`src/rtl/bc_pkg.sv`:
```
// Shared types and widths for the basic-computer registers.
// Used by the AR, PC and SC instances.
package bc_pkg;

  typedef enum logic [2:0] {
    CMD_NONE,
    CMD_LOAD,
    CMD_INC,
    CMD_DEC,
    CMD_CLR,
    CMD_CONFLICT
  } bc_cmd_t;

  localparam int ADDR_W = 12;
  localparam int BUS_W  = 16;

endpackage

```
`src/rtl/bc_cmd_decode.sv`:
```
// Maps the raw register strobes onto a single command.
// Any multi-strobe cycle decodes as a conflict.
module bc_cmd_decode
  import bc_pkg::*;
(
  input  logic    load,
  input  logic    inc,
  input  logic    dec,
  input  logic    clr,
  output bc_cmd_t cmd
);

  always_comb begin
    cmd = CMD_CONFLICT;
    case ({load, inc, dec, clr})
      4'b0000: cmd = CMD_NONE;
      4'b1000: cmd = CMD_LOAD;
      4'b0100: cmd = CMD_INC;
      4'b0010: cmd = CMD_DEC;
      4'b0001: cmd = CMD_CLR;
      default: cmd = CMD_CONFLICT;
    endcase
  end

endmodule

```
`src/rtl/bc_counter_reg.sv`:
```
// Address/program-counter register with wrap or saturate,
// carry pulse, zero flag and sticky command-conflict flag.
module bc_counter_reg
  import bc_pkg::*;
#(
  parameter int              WIDTH       = ADDR_W,
  parameter int              BUS_WIDTH   = BUS_W,
  parameter int              SATURATE    = 0,
  parameter logic [WIDTH-1:0] RESET_VALUE = '0
) (
  input  logic                 clk,
  input  logic                 rst,
  input  logic                 load,
  input  logic                 inc,
  input  logic                 dec,
  input  logic                 clr,
  input  logic                 err_ack,
  input  logic [BUS_WIDTH-1:0] indata,
  output logic [WIDTH-1:0]     outdata,
  output logic                 zero,
  output logic                 carry,
  output logic                 cmd_error
);

  localparam logic [WIDTH-1:0] ONES = '1;

  generate
    if (BUS_WIDTH < WIDTH) begin : g_bad_bus
      $error("bc_counter_reg: BUS_WIDTH must be >= WIDTH");
    end
    if (WIDTH < 2 || WIDTH > 32) begin : g_bad_width
      $error("bc_counter_reg: WIDTH must be in 2..32");
    end
    if (BUS_WIDTH > WIDTH) begin : g_hi
      logic unused_hi;
      assign unused_hi = ^indata[BUS_WIDTH-1:WIDTH];
    end
  endgenerate

  bc_cmd_t          cmd;
  logic [WIDTH-1:0] data;
  logic [WIDTH-1:0] data_nxt;
  logic             carry_nxt;

  bc_cmd_decode u_decode (
    .load (load),
    .inc  (inc),
    .dec  (dec),
    .clr  (clr),
    .cmd  (cmd)
  );

  always_comb begin
    data_nxt  = data;
    carry_nxt = 1'b0;
    case (cmd)
      CMD_LOAD: data_nxt = indata[WIDTH-1:0];
      CMD_INC: begin
        if (data == ONES) begin
          carry_nxt = 1'b1;
          data_nxt  = (SATURATE != 0) ? ONES : '0;
        end else begin
          data_nxt = data + WIDTH'(1);
        end
      end
      CMD_DEC: begin
        if (data == '0) begin
          carry_nxt = 1'b1;
          data_nxt  = (SATURATE != 0) ? '0 : ONES;
        end else begin
          data_nxt = data - WIDTH'(1);
        end
      end
      CMD_CLR: data_nxt = RESET_VALUE;
      default: data_nxt = data;
    endcase
  end

  always_ff @(posedge clk) begin
    if (rst) begin
      data  <= RESET_VALUE;
      carry <= 1'b0;
    end else begin
      data  <= data_nxt;
      carry <= carry_nxt;
    end
  end

  // Set beats acknowledge so a conflict is never lost.
  always_ff @(posedge clk) begin
    if (rst) begin
      cmd_error <= 1'b0;
    end else if (cmd == CMD_CONFLICT) begin
      cmd_error <= 1'b1;
    end else if (err_ack) begin
      cmd_error <= 1'b0;
    end
  end

  assign outdata = data;
  assign zero    = (data == '0);

endmodule
```
`config.mk`:
```
export PLATFORM = sky130hd
export DESIGN_NAME = bc_counter_reg
export DESIGN_NICKNAME = d
export VERILOG_FILES = /design/src/rtl/bc_pkg.sv /design/src/rtl/bc_cmd_decode.sv /design/src/rtl/bc_counter_reg.sv
export SDC_FILE = /design/constraint.sdc
export NUM_CORES = 1
export LEC_CHECK = 0
export ABC_CLOCK_PERIOD_IN_PS = 3500
export BUFFER_PORTS_ARGS = -buffer_cell sky130_fd_sc_hd__buf_2
export CAP_MARGIN = 25
export CELL_PAD_IN_SITES_DETAIL_PLACEMENT = 1
export CELL_PAD_IN_SITES_GLOBAL_PLACEMENT = 1
export CORE_MARGIN = 5
export CORE_UTILIZATION = 39
export CTS_CLUSTER_DIAMETER = 80
export CTS_CLUSTER_SIZE = 12
export DETAILED_ROUTE_END_ITERATION = 10
export PLACE_DENSITY = 0.8
export SETUP_SLACK_MARGIN = 0.15
export SYNTH_ARGS = -nofsm -noshare
export SYNTH_HDL_FRONTEND = slang
export SYNTH_SLANG_ARGS = --single-unit
export TNS_END_PERCENT = 100
```
`constraint.sdc`:
```
create_clock -name clk -period 3.5 [get_ports clk]
set_clock_uncertainty 0.1 [all_clocks]
set_input_delay 0 -clock clk [delete_from_list [all_inputs] [get_ports clk]]
set_output_delay 0 -clock clk [all_outputs]
set_load 0.01 [all_outputs]
```
==> Yosys cells after proc, flatten, opt, wreduce, memory -nomap -nowiden <==
Index checks and enable logic that the tools add are counted.
W data, S select, Z words.
{ "word_totals": {"out_inout_bits": 15, "input_bits": 23, "regBits": 14} }
{ "classes": {"reduce_logical": 4, "eq_ne": 10, "n_mux": 9, "n_addsub": 2} }
{ "ops": {"columns": ["operator", "count"], "rows": [
  ["$pmux W12 S4", 1],
  ["$mux W12", 2],
  ["$pmux W3 S5", 1],
  ["$add A12 B1 Y12 const B", 1],
  ["$eq A12 B12 Y1 const B", 1],
  ["$logic_not A12 Y1", 1],
  ["$sub A12 B1 Y12 const B", 1],
  ["$eq A3 B2 Y1 const B", 2],
  ["$eq A3 B3 Y1 const B", 2],
  ["$eq A4 B1 Y1 const B", 1],
  ["$eq A4 B2 Y1 const B", 1],
  ["$eq A4 B3 Y1 const B", 1],
  ["$eq A4 B4 Y1 const B", 1],
  ["$logic_not A4 Y1", 1],
  ["$mux W1", 4],
  ["$reduce_bool A4 Y1", 1],
  ["$eq A3 B1 Y1 const B", 1],
  ["$pmux W1 S2", 1],
  ["$reduce_bool A2 Y1", 1]
]} }

==> Longest topological paths before layout <==
Gate-level depths: netlist of the first run.
{ "depth": {"word_depth": 4, "depth_mapped": 8} }

==> Modules after synthesis <==
Synthesis of the first run repeated with hierarchy kept, for this count alone.
{ "hier_totals": {"cells_unflattened": 199, "hier_area_um2": 1400.1} }
{ "by_module_without_submodules": {"columns": ["mod", "seq_area_each_um2", "instances", "cells_per_inst", "area_per_inst_um2"], "rows": [
  ["bc_counter_reg", 280.3, 1, 192, 1357.6],
  ["bc_cmd_decode", 0.0, 1, 7, 42.5]
]} }

==> Worst setup path before layout of the first run <==
OpenSTA, ideal clock, no wires.
{ "synth_path": {"kind": "reg2reg", "from": "register data[5] (netlist: outdata[5])", "to": "register data[5] (netlist: outdata[5])", "stages_incl_launch_ff": 7, "path_buffers": 1, "setup_ns": 0.136, "arrival_time_ns": 1.881, "slack_ns": 1.384, "period_less_slack_ns": 2.116, "t_required_ns": 3.264, "cell_sequence": "dfxtp_1 > clkbuf_1 > nand3_1 > nor4_1 > nor2_1 > a221oi_1 > a31oi_1"} }
{ "synth_between": {"elab_chain_len": 3} }
{ "synth_lines": {"columns": ["element", "line_no", "text"], "rows": [
  ["from (decl)", "bc_counter_reg.sv:41", "logic [WIDTH-1:0] data;"],
  ["from (signal assigned)", "bc_counter_reg.sv:84", "data <= data_nxt;"],
  ["$sub A12 B1 Y12 (tied with other cells)", "bc_counter_reg.sv:71", "data_nxt = data - WIDTH'(1);"],
  ["$mux W12, on equally long branches", "bc_counter_reg.sv:67, bc_counter_reg.sv:59", null],
  ["$pmux W12 S4 *", "bc_counter_reg.sv:56", "case (cmd)"]
]} }
Mark *: on every way between the ends. The rest lies on a longest branch, timed or not.
A chain may end at the register's enable or synchronous reset.

==> Worst setup path in the final report of the first run <==
{ "layout_path": {"from": "register data[0] (netlist: outdata[0])", "to": "register data[3] (netlist: outdata[3])"} }
Same word-level chain as after synthesis.

==> flow_summary.json, run 1 <==
{
  "grt_util_met2_pct": 38.7,
  "final_core_utilization_pct": 53.2,
  "timing.final.ws_setup_ns": 0.560,
  "slew-limit-headroom_pct": 42.6,
  "dp_hpwl_um": 3250,
  "synth_top_area_share_pct": 22.6,
  "slew_violations": 0,
  "die_h_um": 66.4,
  "totalWireLength_um": 4670,
  "design.portCount": 38,
  "synth_nets": 189,
  "floorplan.initialDensity_pct": 40.7,
  "finalSetupTns_ns": 0,
  "synth_top_area_cell": "sky130_fd_sc_hd__dfxtp_1",
  "globalRouteMet1Util_pct": 28.6,
  "static_leakage_nw": 0.643,
  "global_route_wire_length_before_repair_um": 7730,
  "critPathMaxFanout": 8,
  "totalPowerFinal_mw": 0.535,
  "placement.setup.worst_slack_ns": 0.883,
  "clock.fmax_mhz": 340,
  "layout_worst_path_cycle_share_pct": 84.0,
  "synth-main-ff-cell": "sky130_fd_sc_hd__dfxtp_1",
  "synth_enable_flop_cells": 0,
  "count_of_fill_cells_added_during_filler_insertion": 402,
  "power.density_nw_per_um2": 329,
  "clock_tree.buffer_depth": 2,
  "grt.total_usage_pct": 23.0,
  "yosysMostFrequentCell": "sky130_fd_sc_hd__dfxtp_1",
  "worstPathRequired_ns": 3.59,
  "clockRootBuffer": "sky130_fd_sc_hd__clkbuf_4",
  "ant_nets": 0,
  "busiest_layer": "met2",
  "tritoncts.num_buffers": 3,
  "core.rowCount": 20,
  "min_period_ns": 2.94,
  "global_route.overflow_total": 0,
  "drive_gt1_share_pct": 22.4,
  "pin_slew_with_the_least_headroom_to_its_limit_ns": 0.859,
  "drt_drc_violations_left": 0,
  "setup_viol_count_final": 0,
  "synthToLayoutAreaGrowth_pct": 30.8,
  "dieArea_um2": 4410,
  "grt_setup_unrepaired": "false",
  "clock_latency_ns": 0.29,
  "min-delay-path-class": "input pin to flip-flop",
  "netlist_instances": 163,
  "drv_cap": 0,
  "width_of_the_die_um": 66.4,
  "place_congestion": 0.884,
  "first_global_vias": 1572,
  "clock_tree_from_tritoncts": "yes",
  "finalHoldViolCount": 0,
  "worst_ep_arrival_time_ns": 3.03,
  "nNetsFinal": 232,
  "synth_seq_cells": 14,
  "synth.yosys.warnings": 0,
  "worst-setup-path-type": "flip-flop to flip-flop",
  "syn-mean-instance-area_um2": 7.62,
  "async_reset_ff_share_pct": 0,
  "vias_per_cell": 6.24,
  "critPathCaptureType": "flip-flop",
  "drt_pre_antenna_iters": 4,
  "grt_start_max_net_pins": 21,
  "antenna_found_initial": 0,
  "drtIter0Drc": 87,
  "critPathLaunchType": "flip-flop",
  "cells_taking_the_most_area_after_synthesis": "sky130_fd_sc_hd__dfxtp_1, sky130_fd_sc_hd__a221oi_1, sky130_fd_sc_hd__o21ai_0",
  "netlist_area_um2": 1240,
  "clock_slew_seen_by_the_registers_of_the_worst_setup_and_hold_paths_ns": 0.10,
  "synth.distinct_cells": 48,
  "clkSinkCount": 14,
  "groute.layer.met3.usage_pct": 4.25,
  "ir_drop_mv": 0.152,
  "placeableCoreArea_um2": 3050,
  "port-buffer-count": 33,
  "htree_num_levels": 1,
  "run_status": "complete, no violations",
  "netlist_top_cells_count": "sky130_fd_sc_hd__dfxtp_1, sky130_fd_sc_hd__nor2_1, sky130_fd_sc_hd__o21ai_0",
  "wl_per_cell_um": 18.8,
  "dr_total_vias": 1554,
  "synth_sequential_area_ratio_pct": 22.6,
  "number_of_antenna_repair_diodes": 0
}
## power breakdown
group,switching [mW],internal [mW]
Combinational,0.114,0.0941
Clock,0.0631,0.0634
Sequential,0.0273,0.173
Total,0.205,0.330
## cells by family (layout without fill, tap and decap cells)
kind of cell / after synthesis / count (layout) / synth area share, %
simple gates: 58 / 58 / 27.4
buf+inv: 21 / 63 / 7.65
xor+xnor: 9 / 9 / 6.34
compound gates: 57 / 57 / 32.2
flops: 14 / 14 / 22.6
fa+ha+maj: 4 / 4 / 3.83
## registers in the layout (all words and copies together), names as in the netlist
| signal | cells |
|---|---|
| cmd_error | 1 |
| outdata | 12 |
| carry | 1 |
## area by class of cell
class / count / area (um^2) / share of cell area, %
Multi-Input combinational cell: 128 / 880 / 54.1
Timing Repair Buffer: 52 / 348 / 21.4
Sequential cell: 14 / 280 / 17.2
Tap cell: 44 / 55.1 / 3.39
Clock buffer: 4 / 36.3 / 2.23
Inverter: 7 / 26.3 / 1.62
## metrics by stage
stage / hold slack [ns] / instances / area (um^2)
after global routing: 0.103 / 249 / 1630
after CTS: 0.0600 / 249 / 1620
final: 0.0653 / 249 / 1630
after global placement: 0.163 / 229 / 1420
after floorplan: 0.0776 / 163 / 1240
after detailed placement: 0.187 / 229 / 1420
## worst paths after layout
path                                  from                        to  slack (ns)  depth (start not counted)
setup reg to reg   outdata[0]$_SDFFE_PP0P_   outdata[3]$_SDFFE_PP0P_        0.56                          7
hold / removal                   indata[7]   outdata[7]$_SDFFE_PP0P_        0.07                          4
setup / recovery   outdata[0]$_SDFFE_PP0P_   outdata[3]$_SDFFE_PP0P_        0.56                          7
hold reg to reg   outdata[10]$_SDFFE_PP0P_  outdata[10]$_SDFFE_PP0P_        0.55                          2
## metal layers
| layer | routed length [um] | part of all wire (%) |
|---|---|---|
| met1 | 2030 | 43 |
| met2 | 2290 | 49 |
| met3 | 257 | 5.5 |
| met4 | 91 | 1.9 |
| met5 | 0 | 0 |
## cells in the final DEF (no fill, tap or decap), types with 3 or more instances in the layout
cell | Yosys | routed
sky130_fd_sc_hd__buf_2 | 4 | 33
sky130_fd_sc_hd__dlygate4sd3_1 | 0 | 16
sky130_fd_sc_hd__dfxtp_1 | 14 | 14
sky130_fd_sc_hd__nor2_1 | 12 | 12
sky130_fd_sc_hd__o21ai_0 | 12 | 12
sky130_fd_sc_hd__a21oi_1 | 10 | 10
sky130_fd_sc_hd__nand3_1 | 7 | 7
sky130_fd_sc_hd__a221oi_1 | 7 | 7
sky130_fd_sc_hd__inv_1 | 6 | 6
sky130_fd_sc_hd__nor4_1 | 7 | 6
sky130_fd_sc_hd__nand2_1 | 6 | 6
sky130_fd_sc_hd__o221ai_1 | 5 | 5
sky130_fd_sc_hd__or3_1 | 5 | 5
sky130_fd_sc_hd__xnor2_1 | 5 | 5
sky130_fd_sc_hd__nor3_1 | 4 | 4
sky130_fd_sc_hd__xor2_1 | 4 | 4
sky130_fd_sc_hd__a31oi_1 | 3 | 3
sky130_fd_sc_hd__o22ai_1 | 3 | 3
sky130_fd_sc_hd__ha_1 | 3 | 3
sky130_fd_sc_hd__clkbuf_4 | 0 | 3
sky130_fd_sc_hd__buf_4 | 1 | 3
## timing repair
action | in CTS | in global routing
hold buffers | 16 | 0
gates resized for setup | 0 | 1
setup buffers | 0 | 0
endpoints found under the hold margin | 13 | 0
endpoints found under the setup margin | 0 | 1
## critical path, stage by stage, from the launching register on
cell and delay, ns:
sky130_fd_sc_hd__dfxtp_1 0.50, sky130_fd_sc_hd__ha_1 0.27, sky130_fd_sc_hd__nand3_1 0.23, sky130_fd_sc_hd__nor4_2 0.52, sky130_fd_sc_hd__nor2_1 0.24, sky130_fd_sc_hd__a221oi_1 0.34, sky130_fd_sc_hd__nor3_1 0.08, sky130_fd_sc_hd__dlygate4sd3_1 0.56
No activity file was read; power rests on OpenSTA's default activity.
==> run 2: changes to the inputs <==
--- a/config.mk
+++ b/config.mk
@@ -5,17 +5,18 @@
 export SDC_FILE = /design/constraint.sdc
 export NUM_CORES = 1
 export LEC_CHECK = 0
-export ABC_CLOCK_PERIOD_IN_PS = 3500
+export ABC_AREA = 1
+export ABC_CLOCK_PERIOD_IN_PS = 2800
 export BUFFER_PORTS_ARGS = -buffer_cell sky130_fd_sc_hd__buf_2
 export CAP_MARGIN = 25
 export CELL_PAD_IN_SITES_DETAIL_PLACEMENT = 1
 export CELL_PAD_IN_SITES_GLOBAL_PLACEMENT = 1
 export CORE_MARGIN = 5
-export CORE_UTILIZATION = 39
+export CORE_UTILIZATION = 35
 export CTS_CLUSTER_DIAMETER = 80
 export CTS_CLUSTER_SIZE = 12
 export DETAILED_ROUTE_END_ITERATION = 10
-export PLACE_DENSITY = 0.8
+export PLACE_DENSITY = 0.76
 export SETUP_SLACK_MARGIN = 0.15
 export SYNTH_ARGS = -nofsm -noshare
 export SYNTH_HDL_FRONTEND = slang
==> constraint.sdc (replaced) <==
create_clock -name clk -period 2.8 [get_ports clk]
set_clock_uncertainty 0.1 [all_clocks]
set_input_delay 0 -clock clk [delete_from_list [all_inputs] [get_ports clk]]
set_output_delay 0 -clock clk [all_outputs]
set_load 0.01 [all_outputs]
==> run 2 against run 1 <==
Combinational power up 49%. Utilization shrank 8.2 points. Register-to-register slack better by 0.42 ns. Worst hold slack worse by 0.055 ns. Area after synthesis is 15% higher. Setup slack improved by 0.42 ns. Design area up 10%. Maximum frequency up 61%. Clock power grew 72%. Critical path type unchanged. Largest power group unchanged. Highest routed layer unchanged.
==> flow_summary.json, run 2 <==
{
  "tritoncts.num_buffers": 3,
  "critPathCaptureType": "flip-flop",
  "setup.worst_path.end": "outdata[4]$_SDFFE_PP0P_",
  "place_congestion": 0.858,
  "min-delay-path-class": "input pin to flip-flop",
  "width_of_the_die_um": 73.9,
  "htree_num_levels": 1,
  "path_common_cell": "sky130_fd_sc_hd__nand2_1",
  "placeableCoreArea_um2": 3970,
  "netlist_top_cells_count": "sky130_fd_sc_hd__nand2_1, sky130_fd_sc_hd__inv_1, sky130_fd_sc_hd__nand3_1, sky130_fd_sc_hd__nor2_1",
  "cells_taking_the_most_area_after_synthesis": "sky130_fd_sc_hd__dfxtp_1, sky130_fd_sc_hd__nand2_1, sky130_fd_sc_hd__nand3_1",
  "postPlaceCellArea_um2": 1620,
  "clock_tree.buffer_depth": 2,
  "dr_total_vias": 1760,
  "layout_worst_path_cycle_share_pct": 65.0,
  "vias_per_cell": 5.12,
  "synth.distinct_cells": 27,
  "setup_viol_count_final": 0,
  "netlist_area_um2": 1430,
  "grt_start_max_net_pins": 18,
  "worst_ep_arrival_time_ns": 1.89,
  "first_global_vias": 1786,
  "yosysMostFrequentCell": "sky130_fd_sc_hd__nand2_1",
  "r2r-end": "outdata[4]$_SDFFE_PP0P_",
  "most_used_cells_in_the_layout_excluding_fill_and_tap_cells": "sky130_fd_sc_hd__nand2_1, sky130_fd_sc_hd__buf_2, sky130_fd_sc_hd__inv_1",
  "design.portCount": 38,
  "synthToLayoutAreaGrowth_pct": 25.2,
  "nNetsFinal": 321,
  "cp_slowest_stage_delay_ns": 0.46,
  "port-buffer-count": 33,
  "antenna_found_initial": 0,
  "min_period_ns": 1.82,
  "power.density_nw_per_um2": 436,
  "clockRootBuffer": "sky130_fd_sc_hd__clkbuf_8",
  "critPathLaunchType": "flip-flop",
  "floorplan.initialDensity_pct": 35.9,
  "worst-setup-path-type": "flip-flop to flip-flop",
  "slew_violations": 0,
  "critPathMaxFanout": 7,
  "ff2ff_setup_slack_ns": 0.98,
  "clock.fmax_mhz": 549,
  "dieArea_um2": 5460,
  "synth-main-ff-cell": "sky130_fd_sc_hd__dfxtp_1",
  "wl_per_cell_um": 14.5,
  "drv_cap": 0,
  "post-route-cell-area_um2": 1790,
  "synth_enable_flop_cells": 0,
  "critical_path.reg2reg.startpoint": "outdata[0]$_SDFFE_PP0P_",
  "clkSinkCount": 14,
  "ff2ff_path_depth": 9,
  "synth_sequential_area_ratio_pct": 19.6,
  "worst_path_dominant_cell_family": "flip-flops",
  "synth_nets": 277,
  "finalSetupTns_ns": 0,
  "pin_slew_with_the_least_headroom_to_its_limit_ns": 0.620,
  "dp_hpwl_um": 3740,
  "global_route.overflow_total": 0,
  "drive_gt1_share_pct": 20.7,
  "static_leakage_nw": 0.936,
  "clock_slew_seen_by_the_registers_of_the_worst_setup_and_hold_paths_ns": 0.07,
  "async_reset_ff_share_pct": 0,
  "netlist_instances": 251,
  "critPathLaunch": "outdata[0]$_SDFFE_PP0P_",
  "clock_tree_from_tritoncts": "yes",
  "drt_pre_antenna_iters": 4,
  "slew-limit-headroom_pct": 58.6,
  "finalHoldViolCount": 0,
  "cp.buffers_inverters": 2,
  "clock_latency_ns": 0.26,
  "ant_nets": 0,
  "largest_reg_flops": 12,
  "run_status": "complete, no violations",
  "global_route_wire_length_before_repair_um": 8380,
  "synth_top_area_share_pct": 19.6,
  "ir_drop_mv": 0.276,
  "drt_drc_violations_left": 0,
  "syn-mean-instance-area_um2": 5.69,
  "die_h_um": 73.9,
  "number_of_antenna_repair_diodes": 0,
  "drtIter0Drc": 98,
  "critical_path_cell_count": 9,
  "grt_setup_unrepaired": "false",
  "most_frequent_standard_cell_in_the_layout_excluding_fill_and_tap_cells": "sky130_fd_sc_hd__nand2_1",
  "totalWireLength_um": 4980,
  "synth_top_area_cell": "sky130_fd_sc_hd__dfxtp_1",
  "worstPathRequired_ns": 2.87,
  "core.rowCount": 23,
  "critical_path.cell_chain": "inv_1 > ha_1 > nand2_1 > xor2_1 > nand2_1 > nand2_1 > o2111ai_1 > nand2_1 > inv_1",
  "synth_seq_cells": 14,
  "synth.yosys.warnings": 0,
  "grt.total_usage_pct": 19.7,
  "worst_path_max_delay_cell": "sky130_fd_sc_hd__dfxtp_1",
  "postCtsSetupBuffers": 0
}
==> run 2: cell count changes after synthesis, moves of 6 or more <==
cell,delta
sky130_fd_sc_hd__nand2_1,+68
sky130_fd_sc_hd__clkbuf_1,-6
sky130_fd_sc_hd__nor2_2,+7
sky130_fd_sc_hd__nand2_2,+7
sky130_fd_sc_hd__o21ai_1,+6
sky130_fd_sc_hd__nand3_1,+20
sky130_fd_sc_hd__nor4_1,-7
sky130_fd_sc_hd__o21ai_0,-6
sky130_fd_sc_hd__nor2_1,+15
sky130_fd_sc_hd__a221oi_1,-7
sky130_fd_sc_hd__nand4_1,+9
sky130_fd_sc_hd__inv_1,+26
==> run 2: cell type report <==
type | count | area (um^2)
clock buffer | 4 | 55.1
fill | 570 | 2180
multi-input combinational | 198 | 987
sequential | 14 | 280
tap | 50 | 62.6
inverter | 34 | 128
timing repair buffer | 44 | 275
==> run 2: cells by family (layout without fill, tap and decap cells) <==
group	Yosys count	count (layout)	synth area share [%]
XOR/XNOR	4	4	2.45
buffers and inverters	39	82	11.2
AND/OR/NAND/NOR	162	162	52.9
adder cells (fa/ha/maj)	3	3	2.63
AO/OA/AOI/OAI	29	29	11.1
flip-flops	14	14	19.6
==> run 2: layer usage <==
metal / vias to the layer above / track usage [%] / share of wire (%)
li1: 891 / - / -
met5: - / 0 / 0
met3: 5 / 2.87 / 4.4
met2: 38 / 34.3 / 48
met1: 826 / 26.1 / 47
met4: 0 / 3.02 / 0.76
==> run 2: report_power, final <==
| part | internal [mW] | leakage [nW] | switching, mW | total, mW |
|---|---|---|---|---|
| clock network | 0.125 | 0.0288 | 0.0921 | 0.217 |
| logic | 0.118 | 0.792 | 0.193 | 0.310 |
| registers | 0.216 | 0.115 | 0.0360 | 0.252 |
==> run 2: timing repair <==
action | CTS | global route
gates resized for setup | 0 | 0
hold endpoints to repair | 11 | 0
hold buffers | 11 | 0
==> run 2: worst min path at each step <==
stage               slack (ns)     from  cells past startpoint                      end
floorplan                 0.06      rst                      3  outdata[1]$_SDFFE_PP0P_
global placement          0.16  err_ack                      4   cmd_error$_SDFFE_PP0P_
detailed placement        0.17  err_ack                      4   cmd_error$_SDFFE_PP0P_
CTS                       0.01      rst                      2   cmd_error$_SDFFE_PP0P_
global route              0.02      rst                      2   cmd_error$_SDFFE_PP0P_
finish                    0.01      clr                      5   cmd_error$_SDFFE_PP0P_
==> run 2: worst min-delay path: stages <==
cell,delay [ns]
sky130_fd_sc_hd__buf_2,0.10
sky130_fd_sc_hd__nor2_2,0.05
sky130_fd_sc_hd__nand2_1,0.05
sky130_fd_sc_hd__nand2_1,0.05
sky130_fd_sc_hd__a21oi_1,0.10
==> run 2: through the flow <==
stage | instances | util [%] | setup slack (ns) | total power [mW] | hold WS [ns]
floorplan | 251 | - | 1.18 | 0.463 | 0.0609
global placement | 329 | 40.9 | 0.994 | 0.549 | 0.157
detailed placement | 329 | 40.9 | 0.964 | 0.555 | 0.166
CTS | 344 | 45.0 | 0.951 | 0.787 | 0.0128
global route | 344 | 45.0 | 0.775 | 0.845 | 0.0186
finish | 344 | 45.0 | 0.979 | 0.780 | 0.0108
